===== config.mk =====
export PLATFORM = sky130hd
export DESIGN_NAME = mmio_coherence_bridge
export DESIGN_NICKNAME = d
export VERILOG_FILES = /design/src/rtl/mmio_coherence_bridge.sv
export SDC_FILE = /design/constraint.sdc
export NUM_CORES = 2
export LEC_CHECK = 0
export ABC_AREA = 1
export CORE_AREA = 2 2 511 513
export DETAILED_ROUTE_END_ITERATION = 8
export DIE_AREA = 0 0 513 515
export DONT_BUFFER_PORTS = 1
export SYNTH_ARGS = -nofsm -noshare
export SYNTH_HDL_FRONTEND = slang
export SYNTH_SLANG_ARGS = --single-unit

===== constraint.sdc =====
create_clock -name clk -period 71.5 [get_ports clk]
set_clock_uncertainty 0.1 [all_clocks]
set_input_delay 3.575 -clock clk [delete_from_list [all_inputs] [get_ports clk]]
set_output_delay 3.575 -clock clk [all_outputs]
set_load 0.01 [all_outputs]

===== src/rtl/mmio_coherence_bridge.sv =====
// MMIO front end that stages one 64 B line transaction and issues it on the
// coherence directory's GPU request/response channel.
module mmio_coherence_bridge #(
  parameter int          ADDR_WIDTH  = 64,
  parameter int          DATA_WIDTH  = 512,
  parameter logic [15:0] BASE        = 16'h0100,
  parameter logic [31:0] TIMEOUT_RST = 32'd1024
) (
  input  logic                    clk,
  input  logic                    rst,
  input  logic [31:0]             mmio_addr,
  input  logic                    mmio_wr_en,
  input  logic                    mmio_rd_en,
  input  logic [63:0]             mmio_wr_data,
  output logic [63:0]             mmio_rd_data,
  output logic                    mmio_rd_valid,
  output logic                    gpu_req_valid,
  input  logic                    gpu_req_ready,
  output logic                    gpu_req_write,
  output logic [ADDR_WIDTH-1:0]   gpu_req_addr,
  output logic [DATA_WIDTH-1:0]   gpu_req_data,
  output logic [DATA_WIDTH/8-1:0] gpu_req_strb,
  input  logic                    gpu_resp_valid,
  output logic                    gpu_resp_ready,
  input  logic [DATA_WIDTH-1:0]   gpu_resp_data,
  input  logic                    gpu_resp_error,
  output logic                    irq_done
);

  localparam int NW = DATA_WIDTH / 64;
  localparam int SW = DATA_WIDTH / 8;

  // Register word indices (byte offset from BASE divided by 8)
  localparam logic [12:0] IDX_ADDR    = 13'd0;
  localparam logic [12:0] IDX_DATA    = 13'd1;
  localparam logic [12:0] IDX_STRB    = 13'd9;
  localparam logic [12:0] IDX_CMD     = 13'd10;
  localparam logic [12:0] IDX_STATUS  = 13'd11;
  localparam logic [12:0] IDX_RDATA   = 13'd12;
  localparam logic [12:0] IDX_TIMEOUT = 13'd20;
  localparam logic [12:0] IDX_OPCOUNT = 13'd21;

  typedef enum logic [1:0] {IDLE, REQ, WAIT, DONE} state_t;

  state_t                state;
  logic [ADDR_WIDTH-1:0] addr_reg;
  logic [63:0]           data_reg [NW];
  logic [63:0]           rdata_reg [NW];
  logic [SW-1:0]         strb_reg;
  logic [31:0]           timeout_reg;
  logic [31:0]           cnt_reg;
  logic [63:0]           opcount_reg;
  logic                  write_reg, req_valid_reg, resp_ready_reg, irq_reg;
  logic                  sts_done, sts_err, sts_tmo, sts_mis, sts_ovr, sts_stale;
  logic [63:0]           rd_mux;

  // Address decode; only 8-byte aligned offsets above BASE can hit
  logic [15:0] off;
  logic [12:0] widx;
  logic        in_win, busy;
  logic        hit_addr, hit_strb, hit_cmd, hit_status, hit_timeout, hit_opcount;
  logic [NW-1:0] hit_data, hit_rdata;

  assign off         = mmio_addr[15:0] - BASE;
  assign widx        = off[15:3];
  assign in_win      = (mmio_addr[15:0] >= BASE) && (off[2:0] == 3'd0);
  assign hit_addr    = in_win && (widx == IDX_ADDR);
  assign hit_strb    = in_win && (widx == IDX_STRB);
  assign hit_cmd     = in_win && (widx == IDX_CMD);
  assign hit_status  = in_win && (widx == IDX_STATUS);
  assign hit_timeout = in_win && (widx == IDX_TIMEOUT);
  assign hit_opcount = in_win && (widx == IDX_OPCOUNT);
  assign busy        = (state == REQ) || (state == WAIT);

  genvar gi;
  generate
    for (gi = 0; gi < NW; gi++) begin : g_words
      assign hit_data[gi]                = in_win && (widx == IDX_DATA + 13'(gi));
      assign hit_rdata[gi]               = in_win && (widx == IDX_RDATA + 13'(gi));
      assign gpu_req_data[64*gi +: 64]   = data_reg[gi];
    end
  endgenerate

  logic stage_hit, wr_ok, sts_w1c, resp_fire;
  assign stage_hit = hit_addr | (|hit_data) | hit_strb | hit_cmd | hit_timeout;
  assign wr_ok     = mmio_wr_en && !busy;
  assign sts_w1c   = mmio_wr_en && hit_status;
  assign resp_fire = gpu_resp_valid && resp_ready_reg;

  // Staging registers: software writes accepted only while no transaction is in flight
  always_ff @(posedge clk or posedge rst) begin
    if (rst) begin
      addr_reg    <= '0;
      strb_reg    <= '0;
      timeout_reg <= TIMEOUT_RST;
      for (int i = 0; i < NW; i++) data_reg[i] <= '0;
    end else if (wr_ok) begin
      if (hit_addr)    addr_reg    <= mmio_wr_data[ADDR_WIDTH-1:0];
      if (hit_strb)    strb_reg    <= mmio_wr_data[SW-1:0];
      if (hit_timeout) timeout_reg <= mmio_wr_data[31:0];
      for (int i = 0; i < NW; i++)
        if (hit_data[i]) data_reg[i] <= mmio_wr_data;
    end
  end

  // Response line capture; only a response that completes the live transaction lands
  always_ff @(posedge clk or posedge rst) begin
    if (rst) begin
      for (int i = 0; i < NW; i++) rdata_reg[i] <= '0;
    end else if (resp_fire && state == WAIT) begin
      for (int i = 0; i < NW; i++) rdata_reg[i] <= gpu_resp_data[64*i +: 64];
    end
  end

  // Transaction FSM with status flags; hardware sets are written last so they beat W1C
  always_ff @(posedge clk or posedge rst) begin
    if (rst) begin
      state          <= IDLE;
      req_valid_reg  <= 1'b0;
      resp_ready_reg <= 1'b0;
      write_reg      <= 1'b0;
      cnt_reg        <= '0;
      opcount_reg    <= '0;
      irq_reg        <= 1'b0;
      sts_done       <= 1'b0;
      sts_err        <= 1'b0;
      sts_tmo        <= 1'b0;
      sts_mis        <= 1'b0;
      sts_ovr        <= 1'b0;
      sts_stale      <= 1'b0;
    end else begin
      irq_reg <= 1'b0;
      if (sts_w1c) begin
        sts_done  <= sts_done  & ~mmio_wr_data[1];
        sts_err   <= sts_err   & ~mmio_wr_data[2];
        sts_tmo   <= sts_tmo   & ~mmio_wr_data[3];
        sts_mis   <= sts_mis   & ~mmio_wr_data[4];
        sts_ovr   <= sts_ovr   & ~mmio_wr_data[5];
        sts_stale <= sts_stale & ~mmio_wr_data[6];
      end
      if (mmio_wr_en && busy && stage_hit) sts_ovr   <= 1'b1;
      if (resp_fire && state != WAIT)      sts_stale <= 1'b1;

      unique case (state)
        IDLE: begin
          resp_ready_reg <= 1'b1;
          if (wr_ok && hit_cmd && mmio_wr_data[0]) begin
            if (addr_reg[5:0] != 6'd0) begin
              sts_mis <= 1'b1;
              irq_reg <= 1'b1;
            end else begin
              sts_done       <= 1'b0;
              sts_err        <= 1'b0;
              sts_tmo        <= 1'b0;
              sts_mis        <= 1'b0;
              write_reg      <= mmio_wr_data[1];
              req_valid_reg  <= 1'b1;
              resp_ready_reg <= 1'b0;
              state          <= REQ;
            end
          end
        end
        REQ: begin
          if (gpu_req_ready) begin
            req_valid_reg  <= 1'b0;
            resp_ready_reg <= 1'b1;
            cnt_reg        <= timeout_reg;
            state          <= WAIT;
          end
        end
        WAIT: begin
          if (gpu_resp_valid) begin
            sts_err     <= gpu_resp_error;
            sts_done    <= 1'b1;
            opcount_reg <= opcount_reg + 64'd1;
            irq_reg     <= 1'b1;
            state       <= DONE;
          end else if (cnt_reg != 32'd0) begin
            // A zero load never counts, which is what disables the timeout
            cnt_reg <= cnt_reg - 32'd1;
            if (cnt_reg == 32'd1) begin
              sts_tmo <= 1'b1;
              irq_reg <= 1'b1;
              state   <= DONE;
            end
          end
        end
        DONE: state <= IDLE;
        default: state <= IDLE;
      endcase
    end
  end

  // Read mux over the current (pre-write) register contents
  always_comb begin
    rd_mux = '0;
    if (hit_addr)    rd_mux = 64'(addr_reg);
    if (hit_strb)    rd_mux = 64'(strb_reg);
    if (hit_status)  rd_mux = {57'd0, sts_stale, sts_ovr, sts_mis, sts_tmo, sts_err, sts_done, busy};
    if (hit_timeout) rd_mux = 64'(timeout_reg);
    if (hit_opcount) rd_mux = opcount_reg;
    for (int i = 0; i < NW; i++) begin
      if (hit_data[i])  rd_mux = data_reg[i];
      if (hit_rdata[i]) rd_mux = rdata_reg[i];
    end
  end

  // Registered read return, one cycle after the strobe
  always_ff @(posedge clk or posedge rst) begin
    if (rst) begin
      mmio_rd_valid <= 1'b0;
      mmio_rd_data  <= '0;
    end else begin
      mmio_rd_valid <= mmio_rd_en;
      mmio_rd_data  <= mmio_rd_en ? rd_mux : 64'd0;
    end
  end

  assign gpu_req_valid  = req_valid_reg;
  assign gpu_req_write  = write_reg;
  assign gpu_req_addr   = addr_reg;
  assign gpu_req_strb   = strb_reg;
  assign gpu_resp_ready = resp_ready_reg;
  assign irq_done       = irq_reg;

endmodule


==> flow_summary.json <==
{
  "outcome": "complete, no violations",
  "first_global_vias": 53428,
  "post_cts_buffers": 0,
  "die_w_um": 513,
  "cp_slowest_stage_delay_ps": 790,
  "post-place-ws_ps": 61600,
  "cp_max_fo": 22,
  "pin_count": 1324,
  "syn_to_final_growth_pct": 14.7,
  "drive_gt1_share_pct": 10.5,
  "row_count": 187,
  "start_util_pct": 25.7,
  "cp.arrival_ps": 9820,
  "synth_nets": 8710,
  "antenna_found_initial": 136,
  "dieArea_mm2": 0.264,
  "met2_length_um": 189000,
  "hold_class": "reg -> reg",
  "cts_buffer_depth": 4,
  "dr.pass1.iters": 6,
  "max_slew_margin_pct": 16.9,
  "gr-total-overflow": 0,
  "hold_depth": 1,
  "period_share_pct": 12.8,
  "maxCapViolations": 0,
  "start_kind": "input pin",
  "fillers": 27601,
  "drtIter0Drc": 6681,
  "route.detailed.drc": 0,
  "cp.depth": 27,
  "tns_ps": 0,
  "synth.distinct_cells": 55,
  "cts_tree": "built",
  "synth-main-ff-cell": "dfrtp_1",
  "multi_input_area_mm2": 0.0255,
  "met3RoutedLength_um": 47200,
  "tightest_slew_ps": 1250,
  "dp_hpwl_um": 323000,
  "grt_setup_unrepaired": "no",
  "drv_slew": 0,
  "register_area_mm2": 0.0340,
  "via_per_inst": 4.96,
  "port_buffers": 0,
  "synth_commonest_cells": "nand2_1 (1746), inv_1 (1383), dfrtp_1 (1356), a21oi_1 (821), o21ai_0 (636)",
  "grt_max_degree": 177,
  "reg2reg_depth": 10,
  "core_region_area_mm2": 0.259,
  "via_count": 57630,
  "synth_most_common_cell": "nand2_1",
  "clock_sinks": 1357,
  "cts_buffers": 172,
  "synth_top_area_share_pct": 51.1,
  "async_flop_share_pct": 100,
  "timing.setup.critical_path_class": "in -> reg",
  "clock_latency_ps": 880,
  "place_congestion": 1.01,
  "crit_top_cell": "nand2_1",
  "finalSetupViolations": 0,
  "yosys_register_bits": 1357,
  "period_needed_ps": 9150,
  "post_cts_resized": 0,
  "die_h_um": 515,
  "syn_area_per_cell_um2": 8.22,
  "ys_seq_area_share_pct": 51.1,
  "syn_inst": 8088,
  "p_leak_nw": 39.1,
  "path_buf_inv": 2,
  "drt-total-wl_um": 419000,
  "m1WireLength_um": 148000,
  "synthTopCellsByArea": "dfrtp_1 (51%), nand2_1 (9.9%), inv_1 (7.8%)",
  "clk_pin_slew_worst_paths_ps": 60,
  "fmax_ghz": 0.109,
  "powerDensity_mw_per_mm2": 29.7,
  "layout_setup_ws_ps": 62350,
  "critPathCaptureType": "flop",
  "nets": 8574,
  "yosysWarnings": 0,
  "synth_largest_area_cell": "dfrtp_1",
  "synth_area_mm2": 0.0665,
  "root_buffer": "clkbuf_16",
  "cts.htree.levels": 4,
  "synth_edf_count": 0,
  "slowest_stage": "nor2_4",
  "drt-wirelength-per-cell_um": 36.1,
  "grt_pass1_wl_um": 535000,
  "irDropWorstVdd_mv": 0.0258,
  "ant_nets": 0,
  "grtUsageTotal_pct": 30.7,
  "routed.top_layer": "met5",
  "required_ps": 72170,
  "hold_viol": 0,
  "hold_buffers": 0,
  "cp_top_family": "simple AND/OR/NAND/NOR gates"
}
report_power, final:
group / total [W] / switching [W] / internal [W]
clock network: 0.000937 / 0.000386 / 0.000551
logic: 0.000332 / 0.000191 / 0.000140
registers: 0.000998 / 0.0000740 / 0.000924
area by class of cell:
| class | count | share of cell area [%] |
|---|---|---|
| Sequential cell | 1357 | 44.5 |
| Multi-Input combinational cell | 4884 | 33.4 |
| Antenna cell | 121 | 0.397 |
| Timing Repair Buffer | 133 | 1.41 |
| Clock inverter | 63 | 1.23 |
| Inverter | 1404 | 6.94 |
| Clock buffer | 245 | 6.51 |
| Tap cell | 3402 | 5.58 |
stage by stage:
stage	utilization, %	cells	cell area, um^2	total power, W	hold WS [ps]
4_1_cts	29.4	11488	75900	0.00227	370
2_1_floorplan	-	8088	66500	0.00124	342
6_report	29.5	11609	76300	0.00227	372
3_3_place_gp	27.1	11180	70000	0.00133	356
5_1_grt	29.4	11553	76100	0.00236	383
3_5_place_dp	27.1	11180	70000	0.00134	360
worst paths after layout:
check	slack [ps]	endpoint	from
max in group asynchronous	64280	mmio_rd_data[29]$_DFF_PP0_	rst
min	370	opcount_reg[49]$_DFFE_PP0P_	opcount_reg[49]$_DFFE_PP0P_
min reg2reg	370	opcount_reg[49]$_DFFE_PP0P_	opcount_reg[49]$_DFFE_PP0P_
max reg2reg	66600	rdata_reg[212]$_DFFE_PP0P_	state[0]$_DFFE_PP0P_
min in group asynchronous	2500	gpu_req_data[210]$_DFFE_PP0P_	rst
max	62350	mmio_rd_data[50]$_DFF_PP0_	mmio_addr[1]
placed cells by master (no fill, tap or decap), types with 18 or more instances in the layout:
cell          n
nand2_1    1744
inv_1      1368
dfrtp_1    1356
a21oi_1     821
o21ai_0     636
nor2_1      568
mux2_2      346
nand3_1     200
clkbuf_16   174
mux2i_1     137
buf_4       127
diode_2     121
xor2_1       62
o21ai_1      52
nand4_1      43
clkbuf_1     37
nand3b_1     36
clkbuf_8     34
nor3_1       32
nor4_1       26
o22ai_1      23
nor2_4       21
clkinv_2     21
inv_2        18
o211ai_1     18
bufinv_16    18
cell families (layout without fill, tap and decap cells):
family | Yosys count | count (layout) | synth area share [%]
AOI/OAI and AO/OA | 1590 | 1590 | 12.3
xor gates and xnor gates | 69 | 69 | 0.909
adders and majority gates | 7 | 7 | 0.132
buffers and inverters | 1847 | 1845 | 10.8
DFF | 1357 | 1357 | 51.1
muxes | 483 | 483 | 7.93
other | 0 | 121 | 0
and+or+nand+nor | 2735 | 2735 | 16.9
worst register-to-register path: cells and delay by family (launching register included):
kind                       cells  cell delay, ps
DFF                            1             400
muxes                          1             490
adders and majority gates      1             160
buffers and inverters          6            3230
and+or+nand+nor                2             400
routing by layer:
metal  vias to the layer above  global-route usage [%]
met4                        66                    21.8
li1                      25348                       -
met3                       852                    12.4
met1                     28173                    33.6
met5                         -                       0
met2                      3191                    48.3
Power figures use the tool's default switching activity.
